File: config.mk
export PLATFORM = sky130hd
export DESIGN_NAME = twd1_seq_flat
export DESIGN_NICKNAME = d
export VERILOG_FILES = /design/src/rtl/twd1_seq_if.sv /design/src/rtl/twd1_seq.sv /design/src/flat_wrapper.sv
export SDC_FILE = /design/constraint.sdc
export NUM_CORES = 1
export LEC_CHECK = 0
export CAP_MARGIN = 20
export CORE_ASPECT_RATIO = 1.2
export CORE_UTILIZATION = 38
export DETAILED_ROUTE_END_ITERATION = 6
export GPL_ROUTABILITY_DRIVEN = 0
export PLACE_DENSITY = 0.77
export SLEW_MARGIN = 40
export SYNTH_ARGS = -nofsm -noshare
export SYNTH_HDL_FRONTEND = slang
export SYNTH_SLANG_ARGS = --single-unit
File: constraint.sdc
create_clock -name clk -period 1.7 [get_ports clk]
set_input_delay 0.425 -clock clk [delete_from_list [all_inputs] [get_ports clk]]
set_output_delay 0.425 -clock clk [all_outputs]
set_load 0.1 [all_outputs]
File: src/rtl/twd1_seq_if.sv
// Sample/twiddle stream bundle between the stage-0 butterfly, the twiddle sequencer and the multiplier.
// master drives samples in and takes results; slave is the sequencer.
interface twd1_seq_if #(
  parameter int DIN_W = 13,
  parameter int TW_W  = 9
);
  logic                    s_valid;
  logic                    s_ready;
  logic                    s_sof;
  logic signed [DIN_W-1:0] s_re;
  logic signed [DIN_W-1:0] s_im;
  logic                    m_valid;
  logic                    m_ready;
  logic                    m_last;
  logic signed [DIN_W-1:0] m_re;
  logic signed [DIN_W-1:0] m_im;
  logic signed [TW_W-1:0]  m_tw_re;
  logic signed [TW_W-1:0]  m_tw_im;

  modport master (
    output s_valid, s_sof, s_re, s_im, m_ready,
    input  s_ready, m_valid, m_last, m_re, m_im, m_tw_re, m_tw_im
  );

  modport slave (
    input  s_valid, s_sof, s_re, s_im, m_ready,
    output s_ready, m_valid, m_last, m_re, m_im, m_tw_re, m_tw_im
  );
endinterface

File: src/rtl/twd1_seq.sv
// Module-1 twiddle ROM sequencer: tags samples with frame position, pairs each with its twiddle. Optional stats via TWD1_SEQ_STAT_EN.
// Latency 1 cycle accept->m_valid; s_ready = ~m_valid | m_ready, output held stable while stalled.
module twd1_seq #(
  parameter int DIN_W     = 13,
  parameter int TW_W      = 9,
  parameter int FRAME_LEN = 512,
  parameter int ROM_DEPTH = 64
) (
  input  logic                   clk,
  input  logic                   rst,
  twd1_seq_if.slave              bus,
  output logic [8:0]             rom_addr_out,
  input  logic signed [TW_W-1:0] rom_re_in,
  input  logic signed [TW_W-1:0] rom_im_in,
  output logic                   sync_err
`ifdef TWD1_SEQ_STAT_EN
  ,
  output logic [15:0]            frame_cnt,
  output logic [7:0]             err_cnt,
  output logic [7:0]             drop_cnt
`endif
);

  localparam int CNT_W = $clog2(FRAME_LEN);
  localparam int AW    = $clog2(ROM_DEPTH);
  localparam logic [CNT_W-1:0] LAST_IDX = CNT_W'(FRAME_LEN - 1);

  typedef enum logic {IDLE, RUN} state_t;

  state_t                  state;
  logic [CNT_W-1:0]        cnt;
  logic                    vld_q;
  logic                    last_q;
  logic signed [DIN_W-1:0] re_q;
  logic signed [DIN_W-1:0] im_q;
  logic signed [TW_W-1:0]  tw_re_q;
  logic signed [TW_W-1:0]  tw_im_q;

  logic           ready;
  logic           accept;
  logic           sof_acc;
  logic           drop;
  logic [AW-1:0]  idx;

  assign ready   = ~vld_q | bus.m_ready;
  assign accept  = bus.s_valid & ready;
  assign sof_acc = accept & bus.s_sof;
  assign drop    = accept & ~bus.s_sof & (state == IDLE);
  // A start-of-frame sample always reads entry 0, even when it interrupts a frame.
  assign idx          = sof_acc ? '0 : cnt[AW-1:0];
  assign rom_addr_out = 9'(idx);

  assign bus.s_ready = ready;
  assign bus.m_valid = vld_q;
  assign bus.m_last  = last_q;
  assign bus.m_re    = re_q;
  assign bus.m_im    = im_q;
  assign bus.m_tw_re = tw_re_q;
  assign bus.m_tw_im = tw_im_q;

  always_ff @(posedge clk) begin
    if (rst) begin
      state    <= IDLE;
      cnt      <= '0;
      vld_q    <= 1'b0;
      last_q   <= 1'b0;
      re_q     <= '0;
      im_q     <= '0;
      tw_re_q  <= '0;
      tw_im_q  <= '0;
      sync_err <= 1'b0;
    end else begin
      sync_err <= 1'b0;
      if (vld_q && bus.m_ready) begin
        vld_q <= 1'b0;
      end
      if (accept && !drop) begin
        vld_q   <= 1'b1;
        re_q    <= bus.s_re;
        im_q    <= bus.s_im;
        tw_re_q <= rom_re_in;
        tw_im_q <= rom_im_in;
        if (bus.s_sof) begin
          // Mid-frame sof truncates the running frame: no m_last for it.
          state    <= RUN;
          cnt      <= CNT_W'(1);
          last_q   <= 1'b0;
          sync_err <= (cnt != '0);
        end else if (cnt == LAST_IDX) begin
          state  <= IDLE;
          cnt    <= '0;
          last_q <= 1'b1;
        end else begin
          cnt    <= cnt + CNT_W'(1);
          last_q <= 1'b0;
        end
      end
    end
  end

`ifdef TWD1_SEQ_STAT_EN
  always_ff @(posedge clk) begin
    if (rst) begin
      frame_cnt <= '0;
      err_cnt   <= '0;
      drop_cnt  <= '0;
    end else begin
      if (vld_q && bus.m_ready && last_q && (frame_cnt != '1)) begin
        frame_cnt <= frame_cnt + 16'd1;
      end
      if (sof_acc && (cnt != '0) && (err_cnt != '1)) begin
        err_cnt <= err_cnt + 8'd1;
      end
      if (drop && (drop_cnt != '1)) begin
        drop_cnt <= drop_cnt + 8'd1;
      end
    end
  end
`endif

endmodule

File: src/flat_wrapper.sv
// flat-port wrapper written by rule: the top's interface ports become plain ports
module twd1_seq_flat 
#(
  parameter int DIN_W     = 13,
  parameter int TW_W      = 9,
  parameter int FRAME_LEN = 512,
  parameter int ROM_DEPTH = 64
)
  (clk, rst, rom_addr_out, rom_re_in, rom_im_in, sync_err, bus_s_valid, bus_s_sof, bus_s_re, bus_s_im, bus_m_ready, bus_s_ready, bus_m_valid, bus_m_last, bus_m_re, bus_m_im, bus_m_tw_re, bus_m_tw_im);
  twd1_seq_if #(.DIN_W(DIN_W), .TW_W(TW_W)) bus_i ();
  input  logic clk;
  input  logic rst;
  output logic [8:0] rom_addr_out;
  input  logic signed [TW_W-1:0] rom_re_in;
  input  logic signed [TW_W-1:0] rom_im_in;
  output logic sync_err;
  input wire logic [$bits(bus_i.s_valid)-1:0] bus_s_valid;
  input wire logic [$bits(bus_i.s_sof)-1:0] bus_s_sof;
  input wire logic [$bits(bus_i.s_re)-1:0] bus_s_re;
  input wire logic [$bits(bus_i.s_im)-1:0] bus_s_im;
  input wire logic [$bits(bus_i.m_ready)-1:0] bus_m_ready;
  output wire logic [$bits(bus_i.s_ready)-1:0] bus_s_ready;
  output wire logic [$bits(bus_i.m_valid)-1:0] bus_m_valid;
  output wire logic [$bits(bus_i.m_last)-1:0] bus_m_last;
  output wire logic [$bits(bus_i.m_re)-1:0] bus_m_re;
  output wire logic [$bits(bus_i.m_im)-1:0] bus_m_im;
  output wire logic [$bits(bus_i.m_tw_re)-1:0] bus_m_tw_re;
  output wire logic [$bits(bus_i.m_tw_im)-1:0] bus_m_tw_im;
  assign bus_i.s_valid = bus_s_valid;
  assign bus_i.s_sof = bus_s_sof;
  assign bus_i.s_re = bus_s_re;
  assign bus_i.s_im = bus_s_im;
  assign bus_i.m_ready = bus_m_ready;
  assign bus_s_ready = bus_i.s_ready;
  assign bus_m_valid = bus_i.m_valid;
  assign bus_m_last = bus_i.m_last;
  assign bus_m_re = bus_i.m_re;
  assign bus_m_im = bus_i.m_im;
  assign bus_m_tw_re = bus_i.m_tw_re;
  assign bus_m_tw_im = bus_i.m_tw_im;
  twd1_seq #(.DIN_W(DIN_W), .TW_W(TW_W), .FRAME_LEN(FRAME_LEN), .ROM_DEPTH(ROM_DEPTH)) u_core (.clk(clk), .rst(rst), .bus(bus_i), .rom_addr_out(rom_addr_out), .rom_re_in(rom_re_in), .rom_im_in(rom_im_in), .sync_err(sync_err));
endmodule
==> reports/summary.txt <==
status: completed
Worst setup EP type: output pin
Final min period: 1.67 ns
die outline area: 6600 sq um
arrival time at the worst endpoint: 1.25 ns
Sink Count: 57
dominant cell type by area after synthesis: dfxtp_1
Max VDD drop: 685 uV
I/O pin count: 106
Yosys top cell area share: 47.8%
Initial Util: 39.4%
ant diodes: 0
LEAKAGE: 1.69 nW
Worst-path clk slew: 0.06 ns
Die Height: 88.8 um
post-placement cell count: 468
drc violations: 0
initial antenna violation count: 0
width of the chip: 74.3 um
1st-iter DRT viols: 82
FF+latch count, synth: 57
core area: 6050 sq um
Top delay family on crit path: buffers and inverters
# rows: 31
CP Launch Type: primary input
Slew Limit Fails: 0
final non-filler cell total: 485
pin count of the biggest net entering global routing: 35
Synth Instances: 277
FMAX: 598 MHz
dpl hpwl: 4780 um
area of the mapped netlist: 2380 sq um
TritonCTS clock tree: built
fin util: 73.3%
final hold vios: 0
Buf+Inv Stages, Crit Path: 3
drt pass-1 iters: 4
Layout Nets: 452
# H-tree levels: 3
worst path required time: 1.27 ns
clk buf depth: 2
Root Driver: clkbuf_8
Post-CTS Hold Fix Bufs: 0
largest cells by area after synthesis: dfxtp_1 (48%), nand2_1 (13%), a21oi_1 (8.8%)
total track usage: 21.0%
number of fill cells: 428
top_reg_cell synth: dfxtp_1
Post-synth EDFFs: 0
Crit Path Class: primary input to output pin
Slowest Stage Delay on Critical Path: 0.28 ns
slowest CP cell: dlygate4sd2_1
Synth Warn #: 0
WL/cell: 13.2 um
syn avg cell area: 8.61 sq um
gr ovfl total: 0
Sequential Area: 1150 sq um
Final ANT Viol Nets: 0
Clk Latency, worst-skew pair: 0.32 ns
Syn-to-layout area delta: 86.0%
critical-path cell list: dlygate4sd2_1 -> buf_6 -> a31oi_4 -> buf_12
Num CTS Buffers: 9
ys async rst share: 0%
I/O Buffers: 102
Worst Hold Class: flop to flop
Seq/Total Area, Yosys: 47.8%
synth unique cells: 44
final wirelength: 6410 um
PD cells: 846 nW/um^2
clock skew: 0.00557 ns
routed vias/inst: 4.83
area of the multi-input gates: 1170 sq um
Setup TNS Final: 0 ns
vias: 2342
RSZ-0062 raised after global routing: true
vias in the first global route: 2328
layout cells sized above 1: 34.5%
max capacitance violation total: 0
Final period util: 98.4%
endpoints failing setup: 0
critical path fanouts, max: 5
Min Hold Slack: 0.492 ns
first-pass GRT wire length: 10400 um
==> timing repair <==
action,4_1_cts,5_1_grt
pin swaps,6,5
setup endpoints to repair,8,10
hold endpoints to repair,0,0
buffers inserted,3,0
resized for setup,8,5
==> per-layer routing <==
metal	up-vias	wire length, um	GRT usage, %
li1	1168	-	-
met1	1081	2470	22.3
met2	82	3300	36.1
met3	11	504	8.88
met4	0	141	9.61
met5	-	0	0
==> layout make-up <==
class                      count  share of cell area, %
timing repair buffer         132                   41.4
multi-input combinational    198                   26.4
sequential                    57                   25.8
clock buffer                  14                   3.89
tap                           82                   2.31
inverter                       2                  0.169
==> flip-flops by register name, indices dropped and copies added (netlist names) <==
signal	flops
u_core.bus.m_im	13
u_core.bus.m_re	13
u_core.bus.m_tw_im	9
u_core.bus.m_tw_re	9
u_core.cnt	9
u_core.bus.m_last	1
u_core.bus.m_valid	1
u_core.state	1
u_core.sync_err	1
==> worst min-delay path, stage by stage (launching register included) <==
cell and delay (ns):
dfxtp_1 0.33, nand2_1 0.06, a21oi_1 0.05
==> per-stage QoR <==
stage / power (mW) / instance area [sq um] / worst slack, ns
floorplan: 2.17 / 2460 / -0.143
global placement: 2.65 / 4210 / -0.353
detailed placement: 2.66 / 4210 / -0.384
CTS: 3.79 / 4430 / -0.00194
global route: 3.90 / 4440 / -0.0137
finish: 3.75 / 4440 / 0.0278
==> cell usage in the layout (no fill, tap or decap), types with 2 or more instances in the layout <==
master	instances
nand3b_1	3
buf_4	24
ha_2	2
a21oi_2	10
and2_4	4
clkdlybuf4s50_1	44
o21ai_1	2
buf_12	58
nand2b_1	2
nand2_2	10
a31oi_4	2
dfxtp_1	55
conb_1	3
clkbuf_1	2
nand2_1	82
inv_1	2
clkdlybuf4s15_1	2
a21o_1	2
a21oi_1	42
clkbuf_8	12
nand3_1	6
buf_6	2
nor2_1	2
==> synthesized netlist by cell type (2+ instances only) <==
| cell type | number |
|---|---|
| a21o_1 | 2 |
| a21oi_1 | 42 |
| a21oi_2 | 10 |
| a31oi_1 | 2 |
| and2_1 | 4 |
| buf_2 | 10 |
| buf_4 | 4 |
| buf_6 | 2 |
| clkbuf_1 | 4 |
| dfxtp_1 | 57 |
| ha_1 | 3 |
| inv_1 | 2 |
| nand2_1 | 82 |
| nand2_2 | 10 |
| nand2b_1 | 3 |
| nand3_1 | 7 |
| nand3b_1 | 3 |
| nor2_1 | 3 |
| o21ai_1 | 2 |
==> where the power goes <==
part | internal, mW | switching [mW] | total (mW)
clock network | 0.634 | 0.481 | 1.11
logic | 0.456 | 0.712 | 1.17
registers | 1.40 | 0.0678 | 1.47
==> cell families after synthesis <==
logic type	Yosys count	share of synthesized area, %
AO/OA/AOI/OAI	68	19.2
adder cells (fa/ha/maj)	3	1.57
other	1	0.157
AND/OR/NAND/NOR	124	25.0
buffers and inverters	24	6.24
flip-flops	57	47.8
==> path summary, 6_finish.rpt <==
check | endpoint | from | slack (ns) | cells past startpoint
worst max register to register | u_core.cnt[3] | u_core.cnt[0] | 0.05 | 7
worst max-delay path | rom_addr_out[1] | bus_s_valid | 0.03 | 4
worst min-delay path | u_core.bus.m_tw_re[2] | u_core.bus.m_tw_re[2] | 0.49 | 2
worst min register to register | u_core.bus.m_tw_re[2] | u_core.bus.m_tw_re[2] | 0.49 | 2
Power figures use the tool's default switching activity.
